==> src/rtl/reg_arb_pkg.sv <==
// Shared types and default sizing for the register-write arbiter.
package reg_arb_pkg;
  localparam int N_DEF       = 8;
  localparam int NUM_REQ_DEF = 4;

  typedef enum logic {
    IDLE = 1'b0,
    LOAD = 1'b1
  } state_t;
endpackage

==> src/rtl/rr_picker.sv <==
// Combinational round-robin search: first requester with req set, starting at ptr.
module rr_picker
  import reg_arb_pkg::*;
#(
  parameter  int NUM_REQ = NUM_REQ_DEF,
  localparam int PW      = $clog2(NUM_REQ)
) (
  input  logic [NUM_REQ-1:0] req,
  input  logic [PW-1:0]      ptr,
  output logic               valid,
  output logic [PW-1:0]      idx
);

  int cand;

  // Walk offsets from the far end down so the closest hit to ptr wins last.
  always_comb begin
    valid = 1'b0;
    idx   = '0;
    cand  = 0;
    for (int off = NUM_REQ - 1; off >= 0; off--) begin
      cand = int'(ptr) + off;
      if (cand >= NUM_REQ) cand = cand - NUM_REQ;
      if (req[cand]) begin
        valid = 1'b1;
        idx   = cand[PW-1:0];
      end
    end
  end

endmodule

==> src/rtl/reg_write_arbiter.sv <==
// Round-robin arbiter granting one requester at a time a write into a shared register.
// state | meaning
// IDLE  | arbitrate among pending requests
// LOAD  | write issued, load_o/ack/busy high for this single cycle
module reg_write_arbiter
  import reg_arb_pkg::*;
#(
  parameter  int N       = N_DEF,
  parameter  int NUM_REQ = NUM_REQ_DEF,
  localparam int PW      = $clog2(NUM_REQ)
) (
  input  logic                 clk,
  input  logic                 rst,
  input  logic [NUM_REQ-1:0]   req,
  input  logic [NUM_REQ*N-1:0] data_i,
  output logic [N-1:0]         d_o,
  output logic                 load_o,
  output logic [NUM_REQ-1:0]   ack,
  output logic [PW-1:0]        grant_id,
  output logic                 busy
);

  state_t        state, state_nxt;
  logic [PW-1:0] ptr;
  logic          armed;
  logic          pick_valid;
  logic [PW-1:0] pick_idx;
  logic          grant;

  rr_picker #(.NUM_REQ(NUM_REQ)) u_picker (
    .req   (req),
    .ptr   (ptr),
    .valid (pick_valid),
    .idx   (pick_idx)
  );

  // armed holds off arbitration for one edge after reset release.
  assign grant = (state == IDLE) && armed && pick_valid;

  always_ff @(posedge clk or posedge rst) begin
    if (rst) state <= IDLE;
    else     state <= state_nxt;
  end

  always_comb begin
    state_nxt = state;
    case (state)
      IDLE:    if (grant) state_nxt = LOAD;
      LOAD:    state_nxt = IDLE;
      default: state_nxt = IDLE;
    endcase
  end

  always_ff @(posedge clk or posedge rst) begin
    if (rst) begin
      armed    <= 1'b0;
      ptr      <= '0;
      d_o      <= '0;
      load_o   <= 1'b0;
      ack      <= '0;
      grant_id <= '0;
    end else begin
      armed  <= 1'b1;
      load_o <= 1'b0;
      ack    <= '0;
      if (grant) begin
        d_o      <= data_i[int'(pick_idx)*N +: N];
        grant_id <= pick_idx;
        load_o   <= 1'b1;
        ack      <= NUM_REQ'(1) << pick_idx;
        ptr      <= (pick_idx == PW'(NUM_REQ - 1)) ? '0 : pick_idx + PW'(1);
      end
    end
  end

  assign busy = (state == LOAD);

endmodule

==> config.mk <==
export PLATFORM = sky130hd
export DESIGN_NAME = reg_write_arbiter
export DESIGN_NICKNAME = d
export VERILOG_FILES = /design/src/rtl/reg_arb_pkg.sv /design/src/rtl/rr_picker.sv /design/src/rtl/reg_write_arbiter.sv
export SDC_FILE = /design/constraint.sdc
export NUM_CORES = 1
export LEC_CHECK = 0
export ABC_AREA = 1
export CAP_MARGIN = 20
export CORE_MARGIN = 1.5
export CORE_UTILIZATION = 46
export DETAILED_ROUTE_END_ITERATION = 6
export GPL_TIMING_DRIVEN = 0
export HOLD_SLACK_MARGIN = 0.03
export PLACE_DENSITY = 0.85
export SETUP_SLACK_MARGIN = 0.5
export SLEW_MARGIN = 20
export SYNTH_ARGS = -nofsm -noshare
export SYNTH_HDL_FRONTEND = slang
export SYNTH_HIERARCHICAL = 1
export SYNTH_SLANG_ARGS = --single-unit
export TNS_END_PERCENT = 100
==> constraint.sdc <==
create_clock -name clk -period 2.9 [get_ports clk]
set_clock_uncertainty 0.1 [all_clocks]
set_input_delay 0.58 -clock clk [delete_from_list [all_inputs] [get_ports clk]]
set_output_delay 0.58 -clock clk [all_outputs]
set_load 0.01 [all_outputs]
==> summary by stage, run 1 <==
Global route
The overall track demand over capacity in global routing is 0.187. For this run, global-route usage on met1 was measured as 0.259. The initial antenna violation count came to 0. Entering global routing, the biggest net connects 20 pins.

The wire length of the first global-routing pass is 4.82 mm. For this run, global-route usage on met3 was measured as 0.0140. The via count of the first global-routing pass is 1139. The global routing's busiest layer is met2. For this run, global-route usage on met2 was measured as 0.328. The total congestion overflow after global routing is 0.

STA
The number of max-slew violations in the final report came to 0. The minimum setup slack in the final design is 0.615 ns. Timing would allow up to roughly 440 MHz. The final-report hold violation count is 0.

The post-route clock period utilization is 0.788. Setup violations remaining at the end of the flow were counted as 0. For the pin with the worst max-slew slack, the measured transition is 0.704 ns. Headroom to the max-slew limit came out at 0.530.

The routed design could run at a clock period as short as ~2.3 ns. Setup repair after global routing could not meet its margin everywhere. Adding up every negative setup slack in the final design gives 0 ns.

Critical path
At the worst endpoint, the required time is 2.99 ns. STA classifies the critical path startpoint as a primary input. The endpoint of the worst register-to-register path is ptr[1]. The maximum fanout encountered on the critical timing path is 11. The reg2reg setup slack is just over 0.8 ns.

The launch point of the worst path is req[3]. The kind of end point of the critical path is a register. The capture point of the worst path is ptr[1]. The data arrival time at the worst-slack endpoint is around 2.4 ns. The worst setup path is of the primary input to register kind. In this run the critical register-to-register path is launched from ptr[0]. The worst register-to-register path has a depth of 15.

Cells and area
Leaving out fill and tap cells, the most frequent cell in the layout is sky130_fd_sc_hd__nand2_1. With fillers left out, the area of the finished cells amounts to 1930 µm². The finished layout holds 279 standard cells, fillers aside. After the last flow step, the layout net total stands at 291.

The number of diodes added for antenna fixing is 0. The top cell types in the final layout, fill and taps aside, are 87 x sky130_fd_sc_hd__nand2_1, 52 x sky130_fd_sc_hd__clkdlybuf4s50_1, 20 x sky130_fd_sc_hd__inv_1, 20 x sky130_fd_sc_hd__nand3_1, 19 x sky130_fd_sc_hd__dfrtp_1. The ratio of cells with drive above 1 in the final layout is 0.125. Compared with the post-synthesis result, the final layout area differs by 49.6%.

Pwr
The part of the power in combinational logic is 0.714. Summed over all cells, the static leakage comes to 1.01 nW. The worst ir drop on vdd is 0.847 mV. Power comes to 1.99 mW. Of the total power, the share spent switching nets is 0.458. In this run the power density over the cells is 1030 nW/µm². The share of total power dissipated in the clock network is 0.065.

The power spent charging and discharging nets is slightly above 0.9 mW. Cell internal power was estimated by the tool at 1.08 mW. The portion of total power attributed to sequential cells is 0.221.

Synthesis
The share of synthesized cell area in full adder, half adder and majority cells is 0.0389. The complex-gate fraction of the synthesized area is 0.0301. The mux contribution to synthesized area is 0.

The dominant combinational cell family by area after synthesis is simple AND/OR/NAND/NOR gates. The parity-gate share of the synthesized area counting xor and xnor cells is 0. The number of flip-flops and latches in the synthesized netlist is 19.

Summing every instance area after synthesis gives 1290 µm². The netlist uses 21 different library cells. The synthesized instance count is 189.

Yosys printed 6 warnings. The basic-gate share of the synthesized area counting and, or, nand and nor cells is 0.433. The fraction of the yosys area taken by sequential cells is 0.369. After synthesis, the mean cell area works out to 6.81 µm². The net count after synthesis is 231.

Drt
For this run, design rule violations remaining after detail routing come to 0. Once detail routing completed, the nets flagged for antenna violations numbered 0. The number of violations reported at the end of detailed-routing iteration 0 is 26. The final layout contains routed wiring with a total length of 2.88 mm. After detailed routing, the number of vias per cell comes to 4.67. The total vias in the final route is 1302. The average detailed-routed wire length per instance is 10.3 µm. The first detailed-routing pass took 4 iterations.

Placed design
The global placement routability congestion is about 0.93. At the placement stage, the worst setup path has a slack of 0.206 ns. The HPWL reported at the end of detailed placement is about 2.2 mm. In this run the tool buffered the top-level ports with 53 buffer cells. Summing all placed instances gives a cell area of about 1900 µm².

The number of placed instances, taps included, is between 200 and 300.

Floorplan
The floorplan step defined a die boundary enclosing 3130 µm². Measured along the y axis, the die boundary spans 55.9 µm. The number of placement rows is 19. In this run the horizontal extent of the chip is 55.9 µm. 54 I/O pins were placed. The core area is 2710 µm². The initial core utilization is 0.475.

Outcome
The run finished with clean final reports.

Clock network
CTS built an H-tree with a depth of 1. The clock reaches the later pin of the worst-skew pair after 0.29 ns. The clock passes through at most 2 buffers.

TritonCTS built the clock tree. In this run the clock root is driven by a sky130_fd_sc_hd__clkbuf_4. After clock tree synthesis, the clock-pin slew on the worst setup and hold paths is roughly 0.11 ns. The number of buffers added by the clock tree synthesis step is 3.

The cts-stage hold buffer count is 0. For this design, the sink count on the clock tree is 19.

Worst hold path
The path class of the tightest hold or removal check is register to register.

Flow run
The total of max-cap violations is 0.
[synthesized netlist by cell type]
master                     instances  share of area
sky130_fd_sc_hd__conb_1            1         0.0029
sky130_fd_sc_hd__nor2_4            2          0.017
sky130_fd_sc_hd__buf_6             5          0.044
sky130_fd_sc_hd__a21boi_1          1         0.0058
sky130_fd_sc_hd__o21ai_1           2         0.0078
sky130_fd_sc_hd__dfrtp_1          19           0.37
sky130_fd_sc_hd__nand2_2           4          0.019
sky130_fd_sc_hd__inv_1            20          0.058
sky130_fd_sc_hd__inv_4             1         0.0049
sky130_fd_sc_hd__nand3_1          22          0.086
sky130_fd_sc_hd__and2_4            1         0.0068
sky130_fd_sc_hd__o21a_1            1         0.0058
sky130_fd_sc_hd__o21ai_2           1         0.0068
sky130_fd_sc_hd__clkinv_2          1         0.0039
sky130_fd_sc_hd__nand2_1          90           0.26
sky130_fd_sc_hd__buf_4             2          0.012
sky130_fd_sc_hd__nand3b_4          1          0.016
sky130_fd_sc_hd__ha_1              4          0.039
sky130_fd_sc_hd__a21oi_1           1         0.0039
sky130_fd_sc_hd__inv_2             1         0.0029
sky130_fd_sc_hd__nor2_1            9          0.026
[sequential cells by signal (all words and copies together) (netlist names)]
| signal | cells |
|---|---|
| d_o | 8 |
| ack | 4 |
| grant_id | 2 |
| ptr | 2 |
| armed | 1 |
| busy | 1 |
| load_o | 1 |
[worst min path at each step]
stage,from,endpoint,slack (ns),cells after the start
CTS,d_o[0],d_o[0],0.40,2
global placement,d_o[0],d_o[0],0.36,2
global route,d_o[0],d_o[0],0.42,2
floorplan,ptr[0],ptr[0],0.40,2
detailed placement,d_o[0],d_o[0],0.38,2
finish,d_o[0],d_o[0],0.40,2
[logic make-up after synthesis]
kind of cell | Yosys count
other | 1
and+or+nand+nor | 129
DFF | 19
buffers and inverters | 30
AOI/OAI and AO/OA | 6
adders and majority gates | 4
[per-stage QoR]
stage          hold WS, ns  utilization
2_1_floorplan        0.402            -
3_3_place_gp         0.363        0.685
3_5_place_dp         0.375        0.685
4_1_cts              0.403        0.695
5_1_grt              0.422        0.711
6_report             0.401        0.711
[power groups by stage]
| stage | logic (mW) | clock network [mW] | registers [mW] |
|---|---|---|---|
| 6_report | 1.42 | 0.129 | 0.440 |
| 5_1_grt | 1.60 | 0.141 | 0.455 |
| 4_1_cts | 1.35 | 0.132 | 0.440 |
| 3_5_place_dp | 1.34 | 0 | 0.444 |
| 3_3_place_gp | 1.33 | 0 | 0.440 |
| 2_1_floorplan | 0.888 | 0 | 0.482 |
[layer usage]
layer | up-vias | routed length, µm
met5 | - | 0
met4 | 0 | 0
met3 | 0 | 93
met2 | 33 | 1460
met1 | 580 | 1320
li1 | 689 | -
[critical path: stages]
cell and delay, ns:
sky130_fd_sc_hd__clkdlybuf4s50_1 0.45, sky130_fd_sc_hd__inv_1 0.06, sky130_fd_sc_hd__nand2_2 0.06, sky130_fd_sc_hd__and2_4 0.14, sky130_fd_sc_hd__nand2_2 0.05, sky130_fd_sc_hd__nand2_2 0.07, sky130_fd_sc_hd__clkinv_2 0.06, sky130_fd_sc_hd__nand2_1 0.06
sky130_fd_sc_hd__nand2_1 0.05, sky130_fd_sc_hd__nand2_2 0.08, sky130_fd_sc_hd__buf_6 0.11, sky130_fd_sc_hd__inv_4 0.05, sky130_fd_sc_hd__buf_6 0.14, sky130_fd_sc_hd__ha_1 0.29, sky130_fd_sc_hd__nand2_1 0.06, sky130_fd_sc_hd__nand2_1 0.05
[cell type report]
class / instances / area, µm²
flip-flops and latches: 19 / 475
clock buffers: 4 / 26.3
multi-input cells: 140 / 676
fillers: 230 / 785
plain buffers: 7 / 71.3
inverters: 23 / 90.1
repair buffers: 55 / 548
well taps: 31 / 38.8
[timing repair]
item                                    4_1_cts  5_1_grt
endpoints found under the setup margin        0        4
gates resized for setup                       0        8
setup buffers                                 0        2
Power figures use the tool's default switching activity.
==> run 2, diff against run 1 <==
--- a/config.mk
+++ b/config.mk
@@ -8,11 +8,11 @@
 export ABC_AREA = 1
 export CAP_MARGIN = 20
 export CORE_MARGIN = 1.5
-export CORE_UTILIZATION = 46
+export CORE_UTILIZATION = 38
 export DETAILED_ROUTE_END_ITERATION = 6
 export GPL_TIMING_DRIVEN = 0
 export HOLD_SLACK_MARGIN = 0.03
-export PLACE_DENSITY = 0.85
+export PLACE_DENSITY = 0.75
 export SETUP_SLACK_MARGIN = 0.5
 export SLEW_MARGIN = 20
 export SYNTH_ARGS = -nofsm -noshare
==> constraint.sdc (replaced) <==
create_clock -name clk -period 1.9 [get_ports clk]
set_clock_uncertainty 0.1 [all_clocks]
set_input_delay 0.38 -clock clk [delete_from_list [all_inputs] [get_ports clk]]
set_output_delay 0.38 -clock clk [all_outputs]
set_load 0.01 [all_outputs]
==> run 2 against run 1 <==
  * The flow now finishes with violations (setup timing)
  * Via count is 11% higher
  * Count of clock-buffer cells in the layout is 1 lower
  * Sequential power rose by 55%
  * Final cell count up 10%
  * Cell area is 11% higher
  * Flip-flop and latch count unchanged
  * Largest power group unchanged
  * Non-clock buffer count rose by 16
  * Global-route usage increased by 0.85 points
  * Critical path type is now register to register
  * Routed wire length grew 31%
==> summary by stage, run 2 (synthesis gave the netlist of run 1 again) <==
Outcome
The run finished, with violations left. The checks that failed: setup timing.

Cells and area
The register with the most flip-flops in the layout has 8 of them. Counting flops per register, the top entry is d_o. For this run, the share of the core covered by cells in the final layout is 0.685.

Leaving out fill and tap cells, the most frequent cell in the layout is sky130_fd_sc_hd__nand2_1. In the final layout, the registers with the most flip-flops are d_o x8, ack x4. The number of fill cells is ~260. The finished layout holds 308 standard cells, fillers aside. 0 antenna diodes ended up in the layout.

The area growth from synthesis to layout is 66.4%. In the layout the commonest cells are 76 x sky130_fd_sc_hd__nand2_1, 34 x sky130_fd_sc_hd__clkdlybuf4s50_1, 17 x sky130_fd_sc_hd__nand3_1, 17 x sky130_fd_sc_hd__buf_4, 17 x sky130_fd_sc_hd__dfrtp_1. The ratio of cells with drive above 1 in the final layout is 0.345.

The net count reported at finish is between 300 and 400.

Critical path
The count of cells along the worst register-to-register path is 13. The cell family with the largest share of critical-path delay is simple AND/OR/NAND/NOR gates. The worst register-to-register path begins at ptr[0].

The most numerous cell type found on the critical path is sky130_fd_sc_hd__nand2_2. STA puts the critical path data arrival time at 2.12 ns. Data on the critical path is required at its endpoint by ~2.0 ns. The critical path runs through a total of 13 cells. The worst setup path is captured at a register. The launch point of the worst path is ptr[0]. The reg2reg setup slack is -0.12 ns. The start-to-end type of the worst setup path is register to register. Along the worst path, the maximum fanout reaches 6. Walking the worst path, the cells encountered are buf_8 -> o21ai_4 -> nand2_2 -> nand3_2 -> nand2_2 -> nand2_2 -> nand2_2 -> buf_6 -> inv_8 -> buf_8 -> ha_4 -> nand2_1 -> nand2_1. In this run the critical register-to-register path is captured at ptr[1].

The delay of the slowest critical-path stage is 0.47 ns. STA classifies the critical path startpoint as a register. The largest individual stage delay along the critical path comes from the cell sky130_fd_sc_hd__dfrtp_2. Following the worst setup path forward leads to its endpoint at ptr[1]. Together, buffers and inverters on the worst path number 4.

Clock network
The clock insertion delay at the later pin of the skew report is 0.29 ns. The CTS tree is yes. The master cell of the clock root buffer is sky130_fd_sc_hd__clkbuf_4. The number of levels the H-tree was split into is 1.

The clock-pin slew of the registers on the worst-case setup and hold paths is approximately 0.12 ns. The maximum clock insertion buffer count is 2. The clock sink count is 19. The number of buffers added by the clock tree synthesis step is 3.

The cts-stage hold buffer count is 0.

Floorplan
Row generation in the floorplan step produced 20 rows. The die extent in x is ~61 µm. The total die area is between 3000 and 4000 µm². The initial core utilization is 0.412.

Measured along the y axis, the die boundary spans 61.2 µm. The core area is 3130 µm². During I/O placement, the number of pins put on the boundary was 54.

STA
The final-report hold violation count is 0. The number of max-slew violations in the final report is 0. The total negative setup slack is -0.885 ns. Based on the critical path, the design can be clocked at up to 495 MHz. Setup repair after global routing could not meet its margin everywhere. Across all setup checks in the final design, the least slack found is -0.122 ns.

At the pin with the least slew margin, the transition time is 0.715 ns. In the finished design, the share of the clock period the worst path needs comes to 1.06. The relative slew slack is 0.523.

The total setup violations reported at the end of the flow is 13. The minimum period implied by the final worst setup slack is around 2.0 ns.

Placed design
The post-placement cell count is 286. Timing analysis after detailed placement gives a worst setup slack of -0.481 ns. Once detailed placement completed, the half-perimeter wirelength came to about 2.4 mm. The number of port buffers is 53. The global placement routability congestion is 0.756.

Drt
The first TritonRoute pass finished after 4 iterations. The average detailed-routed wire length per instance is between 10 and 15 µm. The number of violations reported at the end of detailed-routing iteration 0 is 59. Dividing the detail-routed via count by the number of cells gives approximately 4.7. For this run, design rule violations remaining after detail routing come to 0. The final wirelength is 3.76 mm. For this block, the via count after detailed routing is around 1400. In this run the remaining antenna-violating nets after routing total 0.

Worst hold path
The min-delay analysis places its worst path in the category primary input to asynchronous set/reset pin.

Pwr
VDD sags by at most 1.05 mV. Overall power consumption after layout is estimated at 3.81 mW. Summed over all cells, the static leakage comes to 1.14 nW. In this run the power density over the cells is 1780 nW/µm².

Global route
In the global route stage, overall resource usage came out at 0.196. The first global-routing pass estimated 5.46 mm of wire. The total overflow left after global routing is 0. The via count of the first global-routing pass is 1290.

The largest net degree at the start of global routing is 20. The initial antenna violation count was 0.

Flow run
Max-cap violations in this run came to 0.
run 2: changes by cell type in the layout (fill, tap and decap cells not counted), sizes merged:
cell / change
buf: +26
clkbuf: +5
clkdlybuf4s50: -18
dlygate4sd2: +2
inv: +1
run 2: layout make-up:
type                            count  area, µm²  area share
Inverter                           23        104      0.0485
Clock buffer                        3       22.5      0.0105
Sequential cell                    19        478       0.223
Multi-Input combinational cell    140        786       0.367
Clock inverter                      1       5.00     0.00234
Timing Repair Buffer               71        613       0.286
Buffer                              7       78.8      0.0368
Tap cell                           44       55.1      0.0257
run 2: worst min-delay path by stage:
stage                     start     endpoint
floorplan                   rst       ack[0]
global placement    grant_id[0]  grant_id[0]
detailed placement       d_o[4]       d_o[4]
CTS                         rst       load_o
global route             d_o[1]       d_o[1]
finish                      rst       load_o
run 2: layer usage:
metal,part of all wire,routed length [µm],GRT usage,vias to the layer above
li1,-,-,-,725
met1,0.42,1560,0.254,666
met2,0.52,1970,0.337,49
met3,0.050,187,0.0252,4
met4,0.012,44,0.0621,0
met5,0,0,0,-
run 2: timing repair:
action,4_1_cts,5_1_grt
gates resized for setup,71,33
pin swaps,11,6
setup endpoints to repair,33,25
gates cloned,3,0
buffers inserted,14,1
run 2: report_power, final:
part           internal, mW  leakage, nW  total, mW  switching, mW
Sequential            0.573        0.236      0.681          0.108
Combinational          1.36        0.884       2.92           1.55
Clock                0.0784       0.0177      0.208          0.130
Total                  2.01         1.14       3.81           1.79
run 2: through the flow:
stage | hold slack (ns) | instance area (µm²)
2_1_floorplan | 0.231 | 1320
3_3_place_gp | 0.375 | 1900
3_5_place_dp | 0.382 | 1900
4_1_cts | 0.408 | 2080
5_1_grt | 0.441 | 2140
6_report | 0.382 | 2140
==> run 3, diff against run 2 <==
--- a/config.mk
+++ b/config.mk
@@ -9,6 +9,8 @@
 export CAP_MARGIN = 20
 export CORE_MARGIN = 1.5
 export CORE_UTILIZATION = 38
+export CTS_BUF_LIST = sky130_fd_sc_hd__clkbuf_4 sky130_fd_sc_hd__clkbuf_8 sky130_fd_sc_hd__clkbuf_16
+export CTS_CLUSTER_SIZE = 16
 export DETAILED_ROUTE_END_ITERATION = 6
 export GPL_TIMING_DRIVEN = 0
 export HOLD_SLACK_MARGIN = 0.03
==> results of run 3 <==
Final layout, timing and power as in run 2 (identical DEF).
